File: src/rtl/div24u_12u_seq.sv
// Sequential radix-2 restoring divider: 2*WIDTH-bit dividend by WIDTH-bit divisor.
// One quotient bit per clock, valid/ready handshake on both sides.
module div24u_12u_seq #(
  parameter int unsigned WIDTH = 12,
  parameter int unsigned CNT_W = 4
) (
  input  logic               clk,
  input  logic               rst,
  input  logic               in_valid,
  output logic               in_ready,
  input  logic [2*WIDTH-1:0] dividend,
  input  logic [WIDTH-1:0]   divisor,
  output logic               out_valid,
  input  logic               out_ready,
  output logic [WIDTH-1:0]   quotient,
  output logic [WIDTH-1:0]   remainder,
  output logic               div_zero,
  output logic               overflow
);

  if ((2 ** CNT_W) <= WIDTH) begin : gen_cnt_check
    $error("CNT_W too small to count WIDTH iterations");
  end

  typedef enum logic [1:0] {StIdle, StCalc, StDone} state_e;

  state_e             state_q, state_d;
  logic [WIDTH:0]     rem_q, rem_d;
  // Low dividend bits shift out the top while quotient bits shift in at the bottom.
  logic [WIDTH-1:0]   shift_q, shift_d;
  logic [WIDTH-1:0]   div_q, div_d;
  logic [CNT_W-1:0]   cnt_q, cnt_d;
  logic [WIDTH-1:0]   quo_q, quo_d;
  logic [WIDTH-1:0]   rmd_q, rmd_d;
  logic               dz_q, dz_d;
  logic               ov_q, ov_d;

  logic [WIDTH-1:0]   dividend_hi;
  logic [WIDTH:0]     trial;
  logic [WIDTH:0]     divisor_ext;
  logic [WIDTH:0]     trial_sub;
  logic [WIDTH:0]     rem_next;
  logic               trial_ge;
  logic               last_iter;
  logic               unused_rem_msb;

  assign dividend_hi = dividend[2*WIDTH-1:WIDTH];
  assign divisor_ext = {1'b0, div_q};
  assign trial       = {rem_q[WIDTH-1:0], shift_q[WIDTH-1]};
  assign trial_ge    = (trial >= divisor_ext);
  assign trial_sub   = trial - divisor_ext;
  assign rem_next    = trial_ge ? trial_sub : trial;
  assign last_iter   = (cnt_q == CNT_W'(WIDTH - 1));

  // Partial remainder stays below the divisor, so its top bit is always zero.
  assign unused_rem_msb = rem_q[WIDTH];

  always_comb begin
    state_d = state_q;
    rem_d   = rem_q;
    shift_d = shift_q;
    div_d   = div_q;
    cnt_d   = cnt_q;
    quo_d   = quo_q;
    rmd_d   = rmd_q;
    dz_d    = dz_q;
    ov_d    = ov_q;

    case (state_q)
      StIdle: begin
        if (in_valid) begin
          div_d = divisor;
          if (divisor == '0) begin
            state_d = StDone;
            quo_d   = '1;
            rmd_d   = '0;
            dz_d    = 1'b1;
            ov_d    = 1'b0;
          end else if (dividend_hi >= divisor) begin
            state_d = StDone;
            quo_d   = '1;
            rmd_d   = '0;
            dz_d    = 1'b0;
            ov_d    = 1'b1;
          end else begin
            state_d = StCalc;
            rem_d   = {1'b0, dividend_hi};
            shift_d = dividend[WIDTH-1:0];
            cnt_d   = '0;
            dz_d    = 1'b0;
            ov_d    = 1'b0;
          end
        end
      end
      StCalc: begin
        rem_d   = rem_next;
        shift_d = {shift_q[WIDTH-2:0], trial_ge};
        cnt_d   = cnt_q + 1'b1;
        if (last_iter) begin
          state_d = StDone;
          quo_d   = {shift_q[WIDTH-2:0], trial_ge};
          rmd_d   = rem_next[WIDTH-1:0];
        end
      end
      StDone: begin
        if (out_ready) begin
          state_d = StIdle;
        end
      end
      default: state_d = StIdle;
    endcase
  end

  always_ff @(posedge clk) begin
    if (rst) begin
      state_q <= StIdle;
      rem_q   <= '0;
      shift_q <= '0;
      div_q   <= '0;
      cnt_q   <= '0;
      quo_q   <= '0;
      rmd_q   <= '0;
      dz_q    <= 1'b0;
      ov_q    <= 1'b0;
    end else begin
      state_q <= state_d;
      rem_q   <= rem_d;
      shift_q <= shift_d;
      div_q   <= div_d;
      cnt_q   <= cnt_d;
      quo_q   <= quo_d;
      rmd_q   <= rmd_d;
      dz_q    <= dz_d;
      ov_q    <= ov_d;
    end
  end

  assign in_ready  = (state_q == StIdle);
  assign out_valid = (state_q == StDone);
  assign quotient  = quo_q;
  assign remainder = rmd_q;
  assign div_zero  = dz_q;
  assign overflow  = ov_q;

endmodule

File: config.mk
export PLATFORM = sky130hd
export DESIGN_NAME = div24u_12u_seq
export DESIGN_NICKNAME = d
export VERILOG_FILES = /design/src/rtl/div24u_12u_seq.sv
export SDC_FILE = /design/constraint.sdc
export NUM_CORES = 1
export LEC_CHECK = 0
export BUFFER_PORTS_ARGS = -buffer_cell sky130_fd_sc_hd__buf_4
export CAP_MARGIN = 15
export CORE_ASPECT_RATIO = 1.4
export CORE_MARGIN = 2
export CORE_UTILIZATION = 25
export CTS_BUF_LIST = sky130_fd_sc_hd__clkbuf_16
export DETAILED_ROUTE_END_ITERATION = 6
export GPL_TIMING_DRIVEN = 0
export PLACE_DENSITY_LB_ADDON = 0.08
export SYNTH_ARGS = -nofsm -noshare
export SYNTH_HDL_FRONTEND = slang
export SYNTH_SLANG_ARGS = --single-unit
File: constraint.sdc
create_clock -name clk -period 6.35 [get_ports clk]
set_input_delay 0.3175 -clock clk [delete_from_list [all_inputs] [get_ports clk]]
set_output_delay 0.3175 -clock clk [all_outputs]
set_load 0.005 [all_outputs]
==> results.ini, run 1 <==
[global_routing]
use_met2 = 0.283
grt_pass1_vias = 4007
grt_most_used_layer = met2
grt_usage = 0.162
grt-ovfl-total = 0
met3_usage = 0.0231
grt_antenna_before_repair = 0
grt_use_met1 = 0.196
grt_max_degree = 14
grt_pass1_wl_mm = 21.6

[setup_path]
path_class = register to register
startpoint_type = register
r2r_cells = 7
startpoint = rem_q[5]$_SDFFE_PP0P_
worst-path-max-fanout = 5
r2r-start = rem_q[5]$_SDFFE_PP0P_
crit_arrival_ns = 2.91
required_ns = 6.59
worstSetupEndpointType = register

[timing]
holdWs_ns = 0.251
setup_viol = 0
worst_pin_slew_ns = 0.764
post-route-period-util = 0.420
timing.setup.tns_ns = 0
min_period_ns = 2.67
fin_ws_ns = 3.68
finClkSkew_ns = 0.00651
rsz0062_at_grt = no
finalHoldViolCount = 0
slew_viol_final = 0
slew-limit-headroom = 0.484
clock.fmax_ghz = 0.375

[die]
start_util = 0.253
die_area_um2 = 17200
core-area_um2 = 16000
die_w_um = 111
die_y_um = 154
rows = 55
ios = 68

[final_layout]
finalNetCount = 652
area_growth_pct = 26.6
mostFrequentLayoutCells = nor2_1, buf_4, nand2_1, dfxtp_1, inv_1
instances_no_fill = 790
final_common_cell = nor2_1
antennaDiodeCount = 0
drive_above_1_share = 0.196

[synth]
yosysUniqueCellTypes = 63
synth_top_family_by_area = compound AO/OA/AOI/OAI gates
syn_inst = 508
synth_top_flop_cell = dfxtp_1
ys_ff_latch = 68
async_reset_ff_frac = 0
synth_area_um2 = 4040
synth-simple-area-share = 0.235
syn_nets = 574
synth_xor_area_frac = 0.0130
yosysSeqAreaShare = 0.337
synthAdderAreaFrac = 0.0824
syn_area_per_cell_um2 = 7.95
synth_compound_area_frac = 0.254
synth_mux_area_frac = 0.00991
synth-edff-count = 0
yosysWarnings = 0

[status]
status = finished clean

[clocking]
cts_resized = 0
cts_max_level = 3
cts_sinks = 68
clkLatencyLatePin_ns = 0.34
cts_made_buffers = 9
tritoncts = yes
cts.clk_slew.worst_paths_ns = 0.06
postCtsSetupBuffers = 0
clock_path_buffers = 2
cts_root_buffer = clkbuf_16
cts_hold_repair.buffers = 0

[job]
maxCapViolCount = 0

[power]
leakagePower_nw = 2.12
p_total_mw = 1.66
power_density_nw_per_um2 = 325
vdd_ir_drop_max_v = 0.000101

[min_path]
worstHoldStart = divisor[11]
min_path_cells = 3
min_path_type = input port to register

[routing]
vias = 3951
wire_per_inst_um = 17.6
drtIter0Drc = 202
drc_errors = 0
vias_per_cell = 5.00
ant_nets = 0
wirelength_mm = 13.9
dr.pass1.iters = 6

[placement]
place.gp.congestion = 0.884
numPortBuffers = 67
place_inst = 774
place_ws_ns = 3.66
hpwl_mm = 11.2

-- registers in the layout, summed over array words and instances (netlist names) --
register and cells:
overflow 1, state_q 2, rem_q 12, div_q 12, div_zero 1, remainder 12
quotient 12, cnt_q 4, shift_q 12
-- synth_stat cells (all sizes together) (2+ instances only) --
master / count / share of area
a21o: 2 / 0.0037
nand2b: 3 / 0.0046
nor3b: 3 / 0.0056
nor2: 84 / 0.079
a211oi: 28 / 0.057
and2: 3 / 0.0046
nand3b: 2 / 0.0037
nor2b: 4 / 0.0062
nand3: 5 / 0.0074
clkbuf: 16 / 0.015
buf: 15 / 0.022
xnor2: 5 / 0.011
o32ai: 3 / 0.0065
dfxtp: 68 / 0.34
ha: 25 / 0.077
a22oi: 2 / 0.0037
inv: 33 / 0.031
o22ai: 2 / 0.0031
nand2: 72 / 0.069
nor4: 6 / 0.012
mux2i: 4 / 0.0099
a41o: 4 / 0.0099
and3: 3 / 0.0059
nor3: 7 / 0.0099
nand4: 2 / 0.0031
a21oi: 29 / 0.040
a311oi: 21 / 0.046
o21a: 3 / 0.0056
o311ai: 5 / 0.011
nand4b: 3 / 0.0065
or2: 2 / 0.0031
a31oi: 11 / 0.024
o2111a: 2 / 0.0056
o21ai: 11 / 0.016
o21bai: 2 / 0.0037
or3: 4 / 0.0062
-- final cells by class --
type / count / area (um^2)
tap: 199 / 249
clock buffer: 9 / 225
clock inverter: 7 / 98.8
multi-input combinational: 376 / 2400
fill: 1762 / 10900
timing repair buffer: 67 / 503
buffer: 31 / 150
inverter: 33 / 124
sequential: 68 / 1360
-- layer usage --
layer,vias up,wire [um],share of wire
met5,-,0,0
met4,0,476,0.034
met3,25,674,0.048
met2,122,6800,0.49
met1,1820,5940,0.43
li1,1984,-,-
-- critical path, cell delays in order, from the launching register on --
cell,delay [ns]
dfxtp_1,0.43
ha_1,0.34
a21oi_1,0.30
nand2_1,0.14
o211a_1,0.23
o311ai_0,0.68
nand2_1,0.19
a311oi_1,0.27
-- kinds of logic after synthesis --
group           after synthesis
compound gates              133
xor+xnor                      6
fa+ha+maj                    26
buf+inv                      64
flops                        68
mux                           4
simple gates                207
-- metrics by stage --
step | utilization | instance area (um^2)
finish | 0.320 | 5110
detailed placement | 0.300 | 4790
global route | 0.320 | 5110
floorplan | - | 4040
global placement | 0.300 | 4790
CTS | 0.320 | 5110
-- path summary, 6_finish.rpt --
path,endpoint,slack [ns]
max,remainder[9]$_SDFFE_PP0P_,3.68
min reg2reg,div_q[5]$_SDFFE_PP0P_,0.46
max reg2reg,remainder[9]$_SDFFE_PP0P_,3.68
min,div_q[11]$_SDFFE_PP0P_,0.25
-- where the power goes --
group	internal [mW]	switching [mW]
logic	0.236	0.352
registers	0.481	0.0435
clock network	0.346	0.206
(Power assumes the default switching activity.)
==> inputs of run 2 (changes only) <==
==> constraint.sdc (replaced) <==
create_clock -name clk -period 2.4 [get_ports clk]
set_input_delay 0.12 -clock clk [delete_from_list [all_inputs] [get_ports clk]]
set_output_delay 0.12 -clock clk [all_outputs]
set_load 0.005 [all_outputs]
==> results.ini, run 2 (synthesized netlist as in run 1, its figures left out) <==
[power]
p_total_mw = 4.70  ; +180%
power_density_nw_per_um2 = 864  ; +170%
leakagePower_nw = 2.21  ; +4.4%
vdd_ir_drop_max_v = 0.000276  ; +170%

[timing]
slew-limit-headroom = 0.592  ; +0.108
min_period_ns = 2.33  ; -0.341 ns
setup_viol = 0  ; unchanged
finalHoldViolCount = 0  ; unchanged
timing.setup.tns_ns = 0  ; unchanged
post-route-period-util = 0.970  ; +0.550
slew_viol_final = 0  ; unchanged
finClkSkew_ns = 0.00645  ; -0.0000570 ns
clock.fmax_ghz = 0.430  ; +15%
worst_pin_slew_ns = 0.612  ; -0.152 ns

[global_routing]
use_met2 = 0.288  ; +0.00523
grt-ovfl-total = 0  ; unchanged
grt_pass1_vias = 4047  ; +1.0%
grt_antenna_before_repair = 0  ; unchanged
grt_max_degree = 14  ; unchanged
grt_use_met1 = 0.197  ; +0.000528
grt_usage = 0.163  ; +0.000915
met3_usage = 0.0227  ; -0.000392
grt_most_used_layer = met2
grt_pass1_wl_mm = 21.8  ; +0.70%

[setup_path]
startpoint_type = register
r2r_cells = 8  ; +1
crit_arrival_ns = 2.57  ; -0.34 ns
worstSetupEndpointType = register
r2r-start = rem_q[6]$_SDFFE_PP0P_
rrSetupSlack_ns = 0.07  ; -3.61 ns
crit_family = compound AO/OA/AOI/OAI gates
path_class = register to register
r2r-end = remainder[10]$_SDFFE_PP0P_
crit_buf_inv = 1  ; +1
startpoint = rem_q[6]$_SDFFE_PP0P_
cp_slowest_cell = o41a_1
crit_path_cell_trace = ha_1, buf_6, nand3_4, o41a_1, and3_4, a21oi_4, nand3b_1, a311oi_1
required_ns = 2.64  ; -3.95 ns
worst-path-max-fanout = 8  ; +3
cp_slowest_stage_delay_ns = 0.47  ; -0.21 ns

[min_path]
worstHoldStart = divisor[10]
min_path_cells = 3  ; unchanged
min_path_type = input port to register
hold_path_end = div_q[10]$_SDFFE_PP0P_

[clocking]
tritoncts = yes
cts_max_level = 3  ; unchanged
cts_sinks = 68  ; unchanged
cts_made_buffers = 9  ; unchanged
cts.clk_slew.worst_paths_ns = 0.06  ; about the same
clock_path_buffers = 2  ; unchanged
cts_root_buffer = clkbuf_16
clkLatencyLatePin_ns = 0.34  ; about the same

[final_layout]
finalNetCount = 663  ; +1.7%
multi_input_area_um2 = 2620  ; +9.2%
mostFrequentLayoutCells = buf_4, nor2_1, nand2_1, dfxtp_1, inv_1
register_area_um2 = 1370  ; +0.37%
antennaDiodeCount = 0  ; unchanged
area_growth_pct = 34.8
nFillCells = 1734  ; -1.6%
final_area_um2 = 5440  ; +6.4%
drive_above_1_share = 0.262  ; +0.0662
final_util = 0.341  ; +0.0206
final_common_cell = buf_4

[routing]
wirelength_mm = 14.2  ; +2.1%
wire_per_inst_um = 17.7  ; +0.71%
dr.pass1.iters = 4  ; -2
vias = 3973  ; +0.56%
drtIter0Drc = 129  ; -36%
ant_nets = 0  ; unchanged
drc_errors = 0  ; unchanged
vias_per_cell = 4.96  ; -0.82%

[placement]
place.gp.congestion = 0.884  ; unchanged
numPortBuffers = 67  ; unchanged
hpwl_mm = 11.2  ; unchanged
place_area_um2 = 4790  ; unchanged

[die]
die_w_um = 111  ; unchanged
core-area_um2 = 16000  ; unchanged
start_util = 0.253  ; unchanged
ios = 68  ; unchanged
die_area_um2 = 17200  ; unchanged
rows = 55  ; unchanged
die_y_um = 154  ; unchanged

[status]
status = finished clean

[job]
maxCapViolCount = 0  ; unchanged

==> run 2: where the power goes <==
part           switching (mW)  leakage [nW]  internal (mW)
registers               0.124         0.561           1.27
clock network           0.549         0.158          0.915
logic                    1.04          1.49          0.804
total                    1.71          2.21           2.99
==> run 2: layout make-up <==
class | instances | area share
plain buffers | 30 | 0.0301
flip-flops and latches | 68 | 0.251
clock buffers | 9 | 0.0414
inverters | 33 | 0.0228
multi-input cells | 376 | 0.482
repair buffers | 79 | 0.109
well taps | 199 | 0.0457
clock inverters | 7 | 0.0182
==> run 2: worst max-delay path by stage <==
stage          cells after the start                          to  slack [ns]
2_1_floorplan                      9  remainder[11]$_SDFFE_PP0P_        0.37
5_1_grt                            9  remainder[10]$_SDFFE_PP0P_       -0.02
3_3_place_gp                       7   remainder[9]$_SDFFE_PP0P_       -0.22
3_5_place_dp                       8       rem_q[7]$_SDFFE_PP0P_       -0.20
4_1_cts                            8       rem_q[8]$_SDFFE_PP0P_       -0.01
6_report                           8  remainder[10]$_SDFFE_PP0P_        0.07
==> run 2: metrics by stage <==
stage          hold slack (ns)  setup WS, ns  std cells
2_1_floorplan            0.256         0.375        508
3_3_place_gp             0.403        -0.215        774
6_report                0.0531        0.0718        801
3_5_place_dp             0.406        -0.203        774
4_1_cts                 0.0465       -0.0120        792
5_1_grt                 0.0629       -0.0158        801
==> run 2: layer usage <==
metal,vias to the layer above,routed length [um]
li1,2004,-
met1,1849,6230
met2,95,7040
met3,25,483
met4,0,432
met5,-,0
==> run 2: tightest hold or removal path, cell delays in order <==
cell	delay, ns
buf_4	0.12
nand2_1	0.05
a21oi_1	0.05
==> run 2: repair_timing <==
item	in CTS	in global routing
buffers inserted	2	10
endpoints found under the setup margin	24	27
gates resized for setup	15	36
hold buffers	0	0
pin swaps	2	9
==> inputs of run 3 (changes only) <==
--- a/config.mk
+++ b/config.mk
@@ -5,6 +5,7 @@
 export SDC_FILE = /design/constraint.sdc
 export NUM_CORES = 1
 export LEC_CHECK = 0
+export ABC_AREA = 1
 export BUFFER_PORTS_ARGS = -buffer_cell sky130_fd_sc_hd__buf_4
 export CAP_MARGIN = 15
 export CORE_ASPECT_RATIO = 1.4
@@ -14,6 +15,7 @@
 export DETAILED_ROUTE_END_ITERATION = 6
 export GPL_TIMING_DRIVEN = 0
 export PLACE_DENSITY_LB_ADDON = 0.08
+export SETUP_SLACK_MARGIN = 0.3
 export SYNTH_ARGS = -nofsm -noshare
 export SYNTH_HDL_FRONTEND = slang
 export SYNTH_SLANG_ARGS = --single-unit
==> results.ini, run 3 <==
[die]
ios = 68  ; unchanged
core-area_um2 = 16800  ; +5.3%
die_y_um = 159  ; +3.1%
rows = 56  ; +1.8%
die_area_um2 = 18300  ; +6.3%
start_util = 0.256  ; +0.00283
die_w_um = 115  ; +3.1%

[synth]
yosysSeqAreaShare = 0.316  ; -0.0206
synth_area_um2 = 4300  ; +6.5%
yosysMostFrequentCell = nand2_1
synth-simple-area-share = 0.399  ; +0.164
syn_inst = 680  ; +34%
netlist_top_cells_count = nand2_1, nor2_1, inv_1
syn_area_per_cell_um2 = 6.33  ; -20%
ys_ff_latch = 68  ; unchanged
synth_compound_area_frac = 0.0803  ; -0.174
yosysTopAreaCell = dfxtp_1
yosysUniqueCellTypes = 35  ; -44%
synth_top_flop_cell = dfxtp_1
synth_mux_area_frac = 0  ; -0.00991
synth_xor_area_frac = 0.00814  ; -0.00487
synthAdderAreaFrac = 0.0774  ; -0.00503
syn_nets = 746  ; +30%
async_reset_ff_frac = 0  ; unchanged
synth_top_area_frac = 0.316  ; -0.0206
ys_top_cells_by_area = dfxtp_1, nand2_1, nor2_1, inv_1, ha_1
synth_top_family_by_area = simple AND/OR/NAND/NOR gates
synth-edff-count = 0  ; unchanged
yosysWarnings = 0  ; unchanged

[status]
status = finished clean

[routing]
drc_errors = 0  ; unchanged
vias = 4270  ; +7.5%
wire_per_inst_um = 14.7  ; -17%
vias_per_cell = 4.43  ; -11%
ant_nets = 0  ; unchanged
dr.pass1.iters = 6  ; +2
drtIter0Drc = 148  ; +15%
wirelength_mm = 14.2  ; about the same

[placement]
place.gp.congestion = 0.823  ; -6.9%
place_ws_ns = 0.283  ; +0.486 ns
hpwl_mm = 11.7  ; +4.9%
place_inst = 949  ; +23%
numPortBuffers = 66  ; -1.5%

[timing]
timing.setup.tns_ns = 0  ; unchanged
finClkSkew_ns = 0.00623  ; -0.000216 ns
setup_viol = 0  ; unchanged
slew-limit-headroom = 0.654  ; +0.0615
rsz0062_at_grt = no
slew_viol_final = 0  ; unchanged
worst_pin_slew_ns = 0.520  ; -0.0922 ns
post-route-period-util = 0.816  ; -0.154
holdWs_ns = 0.0627  ; +0.00960 ns
finalHoldViolCount = 0  ; unchanged
min_period_ns = 1.96  ; -0.370 ns
clock.fmax_ghz = 0.511  ; +19%
fin_ws_ns = 0.441  ; +0.370 ns

[global_routing]
grt_antenna_before_repair = 0  ; unchanged
grt-ovfl-total = 0  ; unchanged
grt_max_degree = 13  ; -1
grt_pass1_wl_mm = 22.1  ; +1.6%
grt_usage = 0.158  ; -0.00567
grt_pass1_vias = 4159  ; +2.8%

[final_layout]
finalNetCount = 823  ; +24%
drive_above_1_share = 0.200  ; -0.0627
instances_no_fill = 964  ; +20%
mostFrequentLayoutCells = nand2_1, nor2_1, inv_1, buf_4, dfxtp_1
final_common_cell = nand2_1
antennaDiodeCount = 0  ; unchanged
area_growth_pct = 27.7

[clocking]
cts_made_buffers = 9  ; unchanged
cts_root_buffer = clkbuf_16
cts_max_level = 3  ; unchanged
cts.clk_slew.worst_paths_ns = 0.06  ; about the same
postCtsSetupBuffers = 0  ; -2
clkLatencyLatePin_ns = 0.33  ; about the same
cts_sinks = 68  ; unchanged
tritoncts = yes
clock_path_buffers = 2  ; unchanged

[setup_path]
crit_arrival_ns = 2.18  ; -0.39 ns
worst-path-max-fanout = 10  ; +2
required_ns = 2.62  ; -0.02 ns
worstSetupEndpointType = register
startpoint_type = register
path_class = register to register
rrSetupSlack_ns = 0.44  ; +0.37 ns

[min_path]
min_path_type = input port to register

[job]
maxCapViolCount = 0  ; unchanged

[power]
power_density_nw_per_um2 = 984  ; +14%
leakagePower_nw = 2.80  ; +27%
vdd_ir_drop_max_v = 0.000375  ; +36%

## run 3: power by group
group	switching [mW]	leakage, nW	internal (mW)	total [mW]
clock	0.511	0.142	0.800	1.31
sequential	0.172	0.563	1.37	1.54
combinational	1.54	2.10	1.01	2.55
total	2.23	2.80	3.18	5.40
## run 3: cell families after synthesis
logic type	count (synthesis)
buffers and inverters	122
adder cells (fa/ha/maj)	26
AND/OR/NAND/NOR	394
XOR/XNOR	4
flip-flops	68
AO/OA/AOI/OAI	66
## run 3: final cells by class
| class | count | area, um^2 |
|---|---|---|
| well taps | 203 | 254 |
| clock buffers | 9 | 225 |
| flip-flops and latches | 68 | 1370 |
| fillers | 1893 | 11300 |
| multi-input cells | 490 | 2570 |
| clock inverters | 6 | 65.1 |
| inverters | 94 | 353 |
| repair buffers | 66 | 495 |
| plain buffers | 28 | 163 |
## run 3: per-layer routing
metal | GRT usage | up-vias | share of wire
li1 | - | 2276 | -
met1 | 0.177 | 1913 | 0.41
met2 | 0.288 | 64 | 0.54
met3 | 0.0259 | 17 | 0.025
met4 | 0.0657 | 0 | 0.031
met5 | 0 | - | 0
## run 3: through the flow
| stage | power, mW | area, um^2 | util |
|---|---|---|---|
| final | 5.40 | 5490 | 0.327 |
| after global routing | 5.89 | 5490 | 0.327 |
| after CTS | 5.31 | 5350 | 0.318 |
| after detailed placement | 3.96 | 5050 | 0.300 |
| after global placement | 3.94 | 5050 | 0.300 |
| after floorplan | 3.18 | 4300 | - |
## run 3: worst paths after layout
check	startpoint	end	depth (start not counted)
hold reg to reg	overflow$_SDFFE_PP0P_	overflow$_SDFFE_PP0P_	2
hold / removal	divisor[0]	div_q[0]$_SDFFE_PP0P_	3
setup reg to reg	div_q[3]$_SDFFE_PP0P_	rem_q[6]$_SDFFE_PP0P_	13
setup / recovery	div_q[3]$_SDFFE_PP0P_	rem_q[6]$_SDFFE_PP0P_	13
## run 3: what timing repair did
item | in CTS | in global routing
hold buffers | 0 | 0
pin swaps | 0 | 1
gates resized for setup | 1 | 30
setup endpoints to repair | 3 | 24
## run 3: worst max-delay path, stage by stage (launching register included)
cell and delay, ns:
dfxtp_1 0.31, inv_1 0.14, ha_4 0.24, nand2_1 0.11, inv_1 0.08, nand2_1 0.12
nand3_4 0.12, nand2_1 0.12, nand3_4 0.12, buf_12 0.17, nand3_2 0.05, nand2_1 0.10
nor2_1 0.12, nor2_1 0.05
